**src/rtl/arb_pkg.sv**
```systemverilog
// Shared definitions for the unified-memory arbiter: FSM states, grant ids and
// the default watchdog limit.
package arb_pkg;

  typedef enum logic [1:0] {
    IDLE    = 2'd0,
    GRANT_I = 2'd1,
    GRANT_D = 2'd2
  } state_t;

  localparam logic GNT_I = 1'b0;
  localparam logic GNT_D = 1'b1;

  localparam int TIMEOUT_CYCLES_DEFAULT = 64;

endpackage

```
**src/rtl/arb_timeout_ctr.sv**
```systemverilog
// Grant watchdog: counts cycles spent in a grant and flags the cycle in which
// the limit is reached. Used by mem_arbiter only when MEM_ARBITER_TIMEOUT_EN is set.
module arb_timeout_ctr
  import arb_pkg::*;
#(
  parameter int LIMIT = TIMEOUT_CYCLES_DEFAULT
) (
  input  logic clk,
  input  logic reset,
  input  logic clear,
  input  logic enable,
  output logic expired
);

  logic [9:0] count;

  // count holds the number of grant cycles already completed, so the
  // LIMIT-th grant cycle is the one that sees count == LIMIT-1
  assign expired = enable && (count == 10'(LIMIT - 1));

  always_ff @(posedge clk or posedge reset) begin
    if (reset) begin
      count <= '0;
    end else if (clear) begin
      count <= '0;
    end else if (enable && !expired) begin
      count <= count + 10'd1;
    end
  end

endmodule

```
**src/rtl/mem_arbiter.sv**
```systemverilog
// Two-requester (fetch/data) arbiter onto a single-port memory with alternating
// tie priority. Define MEM_ARBITER_TIMEOUT_EN to enable the grant watchdog.
module mem_arbiter
  import arb_pkg::*;
#(
  parameter int TIMEOUT_CYCLES = TIMEOUT_CYCLES_DEFAULT
) (
  input  logic        clk,
  input  logic        reset,
  input  logic        i_req,
  input  logic [31:0] i_addr,
  output logic [31:0] i_rdata,
  output logic        i_ack,
  output logic        i_err,
  input  logic        d_req,
  input  logic [31:0] d_addr,
  input  logic [31:0] d_wdata,
  input  logic [3:0]  d_byteen,
  output logic [31:0] d_rdata,
  output logic        d_ack,
  output logic        d_err,
  output logic        mem_req,
  output logic [31:0] mem_addr,
  output logic [31:0] mem_wdata,
  output logic [3:0]  mem_byteen,
  input  logic [31:0] mem_rdata,
  input  logic        mem_ack
);

  state_t state;
  logic   last_gnt;
  logic   i_pend;
  logic   d_pend;
  logic   pick_d;
  logic   expired;

  if (TIMEOUT_CYCLES < 2 || TIMEOUT_CYCLES > 1023) begin : g_bad_timeout
    $error("TIMEOUT_CYCLES must be within 2..1023");
  end

  // A request seen in its own ack cycle is the one just served, not a new one
  assign i_pend = i_req && !i_ack;
  assign d_pend = d_req && !d_ack;
  assign pick_d = d_pend && (!i_pend || (last_gnt == GNT_I));

`ifdef MEM_ARBITER_TIMEOUT_EN
  arb_timeout_ctr #(
    .LIMIT (TIMEOUT_CYCLES)
  ) u_timeout (
    .clk     (clk),
    .reset   (reset),
    .clear   (state == IDLE),
    .enable  (state != IDLE),
    .expired (expired)
  );
`else
  assign expired = 1'b0;
  assign i_err   = 1'b0;
  assign d_err   = 1'b0;
`endif

  always_ff @(posedge clk or posedge reset) begin
    if (reset) begin
      state      <= IDLE;
      last_gnt   <= GNT_I;
      mem_req    <= 1'b0;
      mem_addr   <= '0;
      mem_wdata  <= '0;
      mem_byteen <= '0;
      i_rdata    <= '0;
      d_rdata    <= '0;
      i_ack      <= 1'b0;
      d_ack      <= 1'b0;
`ifdef MEM_ARBITER_TIMEOUT_EN
      i_err      <= 1'b0;
      d_err      <= 1'b0;
`endif
    end else begin
      i_ack <= 1'b0;
      d_ack <= 1'b0;
`ifdef MEM_ARBITER_TIMEOUT_EN
      i_err <= 1'b0;
      d_err <= 1'b0;
`endif
      case (state)
        IDLE: begin
          if (pick_d) begin
            state      <= GRANT_D;
            last_gnt   <= GNT_D;
            mem_req    <= 1'b1;
            mem_addr   <= d_addr;
            mem_wdata  <= d_wdata;
            mem_byteen <= d_byteen;
          end else if (i_pend) begin
            state      <= GRANT_I;
            last_gnt   <= GNT_I;
            mem_req    <= 1'b1;
            mem_addr   <= i_addr;
            mem_wdata  <= '0;
            mem_byteen <= '0;
          end
        end
        // mem_ack takes precedence over an expiry in the same cycle
        GRANT_I: begin
          if (mem_ack || expired) begin
            state   <= IDLE;
            mem_req <= 1'b0;
            i_ack   <= 1'b1;
            i_rdata <= mem_ack ? mem_rdata : '0;
`ifdef MEM_ARBITER_TIMEOUT_EN
            i_err   <= !mem_ack;
`endif
          end
        end
        GRANT_D: begin
          if (mem_ack || expired) begin
            state   <= IDLE;
            mem_req <= 1'b0;
            d_ack   <= 1'b1;
            d_rdata <= mem_ack ? mem_rdata : '0;
`ifdef MEM_ARBITER_TIMEOUT_EN
            d_err   <= !mem_ack;
`endif
          end
        end
        default: begin
          state   <= IDLE;
          mem_req <= 1'b0;
        end
      endcase
    end
  end

endmodule

```
**config.mk**
```make
export PLATFORM = sky130hd
export DESIGN_NAME = mem_arbiter
export DESIGN_NICKNAME = d
export VERILOG_FILES = /design/src/rtl/arb_pkg.sv /design/src/rtl/arb_timeout_ctr.sv /design/src/rtl/mem_arbiter.sv
export SDC_FILE = /design/constraint.sdc
export NUM_CORES = 1
export LEC_CHECK = 0
export CORE_MARGIN = 3
export CORE_UTILIZATION = 45
export DETAILED_ROUTE_END_ITERATION = 8
export GPL_ROUTABILITY_DRIVEN = 1
export PLACE_DENSITY = 0.82
export SLEW_MARGIN = 20
export SYNTH_ARGS = -nofsm -noshare
export SYNTH_HDL_FRONTEND = slang
export SYNTH_SLANG_ARGS = --single-unit
```
**constraint.sdc**
```tcl
create_clock -name clk -period 12.78 [get_ports clk]
set_input_delay 2.556 -clock clk [delete_from_list [all_inputs] [get_ports clk]]
set_output_delay 2.556 -clock clk [all_outputs]
set_load 0.02 [all_outputs]
```
== Yosys cells after proc, flatten, opt, wreduce, memory -nomap -nowiden ==
Cells that the tools add are included.
Word-level totals
  register bits after elaboration: 138
  input port bits: 137
  output and inout bits: 137
  word-level logic and storage cells: 48
Operators by class
  eq/ne operators: 4
  multiplexer cells: 19
  bitwise logic cells: 1
  reductions and logical operators: 14
Operators with widths (count)
  $mux 32: 4
  $mux 1: 8
  $mux 4: 2
  $reduce_and 2->1: 4
  $mux 2: 3
  $pmux 2 s2: 1
  $logic_and 1x1->1: 3
  $logic_not 1->1: 3
  $ne 3x3->1 const B: 1
  $eq 2x1->1 const B: 1
  $eq 2x2->1 const B: 1
  $logic_not 2->1: 1
  $ne 2x1->1 const B: 1
  $pmux 1 s2: 1
  $reduce_bool 2->1: 1
  $reduce_or 2->1: 1
  $logic_or 1x1->1: 1
  $not 1->1: 1

== Depth between registers and ports, before layout ==
  depth in word-level cells: 7
  depth in mapped cells: 8
  mapped depth without buffers: 5

== Worst setup path after synthesis ==
No wires, ideal clock.
  path type: input port to flip-flop
  from: in i_req
  to: reg mem_wdata[0]
  setup time: 0.121 ns
  arrival: 3.411 ns
  data required time: 12.659 ns
  setup slack: 9.248 ns
  cell stages on the path: 6
  buffers on the path: 3
  cell sequence: nand2b_1 -> buf_2 -> a21o_1 -> buf_6 -> buf_2 -> a22o_1
On the way
  word-level cells in the longest chain between the ends: 6
  elaborated cells on any way between the ends: 7
  classes of those cells: 1 x mux; 6 x reduce/logical
Ends and longest elaborated chain
  start, declared: line mem_arbiter.sv:10  | input logic i_req,
  $logic_and 1x1->1 *: line mem_arbiter.sv:42  | assign i_pend = i_req && !i_ack;
  $logic_not 1->1: line mem_arbiter.sv:44  | assign pick_d = d_pend && (!i_pend || (last_gnt == GNT_I));
  $logic_or 1x1->1: line mem_arbiter.sv:44
  $logic_and 1x1->1: line mem_arbiter.sv:44
  $reduce_bool 2->1 (no line)
  $reduce_and 2->1 (no line)
  end signal, assigned: line mem_arbiter.sv:92  | mem_wdata <= d_wdata;
  end, declared: line mem_arbiter.sv:24  | output logic [31:0] mem_wdata,
Mark *: on every way between the ends. The rest lies on a longest branch, timed or not.
A chain may end at the register's enable or synchronous reset.

== Worst setup path in the final report ==
  from: reg d_ack
  to: out d_ack
RTL lines
  start, declared: line mem_arbiter.sv:20  | output logic d_ack,
  start signal, assigned: line mem_arbiter.sv:73  | d_ack <= 1'b0;
  start signal, assigned: line mem_arbiter.sv:80  | d_ack <= 1'b0;
  start signal, assigned: line mem_arbiter.sv:119  | d_ack <= 1'b1;
No word-level cell between the ends.

==> flow_summary.ini <==
[layout]
area_growth_pct = 56.4
n_antenna_cell = 0
ff_latch_area_mm2 = 0.00345
finalNetCount = 866
drive_gt1_frac = 0.147
final_area_mm2 = 0.00939
nFillCells = 890
multi_input_area_mm2 = 0.00218

[timing]
hold_ws_ps = 493
period_needed_ps = 4590
fin_crit_sh = 0.359
setup_tns_ps = 0
final_hold_viol_count = 0
timing.fmax_ghz = 0.218
maxSlewHeadroom = 0.285
worst_clock_skew_ps = 7.11
slew_violations = 0
setup_viol = 0
rsz0062_at_grt = no
worstMarginPinSlew_ps = 1070

[critical_path]
path_delay_family = flip-flops
cp_max_fo = 34
startpoint_type = register
critPathKind = reg -> out
max_stage_delay_ps = 870
required_ps = 10220
end_kind = output port
cp_slowest_cell = dfrtp_1
crit_buf_inv = 1
cp_data_arrival_time_ps = 2030
cp_cell_sequence = clkdlybuf4s50_1

[min_path]
hold_path_class = reg -> reg

[yosys]
syn_area_mm2 = 0.00600
synth.avg_cell_area_um2 = 12.7
synth_cells = 474
yosysSeqAreaShare = 0.576
synth-seq-cells = 138
synth_cell_types = 28
yosys_warnings = 0

[outcome]
status = completed

[drt]
routed_wl_um = 17900
first_pass_iters = 5
remaining_drc_errors = 0
vias = 4989
vias_per_cell = 5.48
drtIter0Drc = 480
wl_per_cell_um = 19.6
ant_nets = 0

[placed_design]
placement.io_buffers = 271
placed_cell_area_mm2 = 0.00878
gp_congestion = 0.801
hpwl_um = 12400

[pwr]
p_leak_uw = 0.00413
power_density_mw_per_mm2 = 269
ir_drop_uv = 180

[cts]
post_cts_buffers = 0
hold_buffers = 0
clk_path_buf_depth = 2
clk_latency_ps = 410
cts_max_level = 4
cts_tree = built
clock_sinks = 138
cts_resized = 0
cts_inserted_buffers = 17
root_buffer = clkbuf_16
path_clk_slew_ps = 60

[die]
core_mm2 = 0.0128
chipWidth_um = 121
io_pins = 274
rows = 41
dieArea_mm2 = 0.0148
die_h_um = 121
initial_core_util = 0.468

[job]
drv_cap = 0

[global_route]
grt_start_max_net_pins = 74
grt_pass1_vias = 5200
grt_usage = 0.242
grt_pass1_wl_um = 27600
grt.overflow.total = 0
antenna_found_initial = 0
-- layout make-up --
class | count | area share
sequential | 138 | 0.368
inverter | 38 | 0.0157
clock inverter | 14 | 0.0181
multi-input combinational | 252 | 0.233
timing repair buffer | 279 | 0.296
tap | 172 | 0.0229
clock buffer | 18 | 0.0468
-- logic make-up (layout without fill, tap and decap cells) --
family / after synthesis / after routing / synth area share
AND/OR/NAND/NOR: 43 / 43 / 0.0578
flip-flops: 138 / 138 / 0.576
buffers and inverters: 85 / 349 / 0.0636
multiplexers: 64 / 64 / 0.120
adder cells (fa/ha/maj): 3 / 3 / 0.00626
AO/OA/AOI/OAI: 140 / 140 / 0.176
other: 1 / 2 / 0.000625
-- power breakdown --
group,switching (uW),internal (uW),total [uW]
sequential,133,658,791
combinational,619,616,1230
clock,188,313,501
-- metrics by stage --
stage	cells	setup slack [ps]	power (uW)	utilization
CTS	911	8160	2550	0.732
floorplan	475	6530	1440	-
detailed placement	879	8070	2030	0.684
global placement	878	7890	1980	0.683
finish	911	8190	2530	0.732
global route	911	8030	2660	0.732
-- sequential cells by signal (all words and copies together) (netlist names) --
signal / cells
d_rdata: 32
i_rdata: 32
mem_addr: 32
mem_wdata: 32
mem_byteen: 4
state: 2
d_ack: 1
i_ack: 1
last_gnt: 1
mem_req: 1
-- worst reg2reg max path, cell delays in order (launching register included) --
cell and delay (ps):
dfrtp_1 870, nand2b_2 280, buf_4 480, nor3_2 90, buf_4 290, a22o_1 250
-- path summary, 6_finish.rpt --
check,cells after the start,end,start,slack (ps)
max in group asynchronous,3,mem_addr[18],reset,8830
min in group asynchronous,2,d_rdata[21],reset,2590
hold / removal,1,mem_req,mem_req,490
setup / recovery,1,d_ack,d_ack,8190
hold reg to reg,1,mem_req,mem_req,490
setup reg to reg,5,mem_wdata[31],d_ack,10410
-- per-layer routing --
| metal | global-route usage | up-vias | part of all wire |
|---|---|---|---|
| met5 | 0 | - | 0 |
| li1 | - | 2253 | - |
| met4 | 0.0826 | 0 | 0.019 |
| met1 | 0.273 | 2452 | 0.36 |
| met2 | 0.400 | 260 | 0.50 |
| met3 | 0.118 | 24 | 0.12 |
-- synth_stat cells --
cell type / instances / share of area
a21o_1: 2 / 0.0025
o2bb2ai_1: 1 / 0.0015
mux2_2: 64 / 0.12
o2111ai_1: 1 / 0.0015
nor3_1: 1 / 0.00083
inv_1: 37 / 0.023
clkbuf_1: 22 / 0.014
a31oi_1: 1 / 0.0010
a21oi_1: 1 / 0.00083
and3b_1: 33 / 0.048
o211ai_1: 1 / 0.0013
o22a_1: 1 / 0.0015
a221oi_1: 32 / 0.047
nand2b_1: 3 / 0.0031
ha_1: 3 / 0.0063
conb_1: 1 / 0.00063
buf_4: 5 / 0.0063
o21ai_0: 32 / 0.027
nand4_1: 1 / 0.0010
a22o_1: 36 / 0.053
dfrtp_1: 138 / 0.58
inv_2: 1 / 0.00063
buf_6: 3 / 0.0056
buf_2: 17 / 0.014
nand3b_1: 1 / 0.0013
a22oi_1: 32 / 0.040
nand2_1: 2 / 0.0013
nor2b_1: 2 / 0.0021
-- cell usage in the layout (no fill, tap or decap), types with 2 or more instances in the layout --
cell	synthesis	routed
a221oi_1	32	32
a22o_1	36	36
a22oi_1	32	32
and3b_1	33	33
buf_4	5	7
bufinv_16	0	3
clkbuf_16	0	17
clkdlybuf4s50_1	0	271
clkinv_2	0	4
clkinv_4	0	4
conb_1	1	2
dfrtp_1	138	138
ha_1	3	3
inv_1	37	36
inv_6	0	3
mux2_2	64	64
nand2_1	2	2
nand2b_1	3	2
nor2b_1	2	2
o21ai_0	32	32
(Power assumes the default switching activity.)
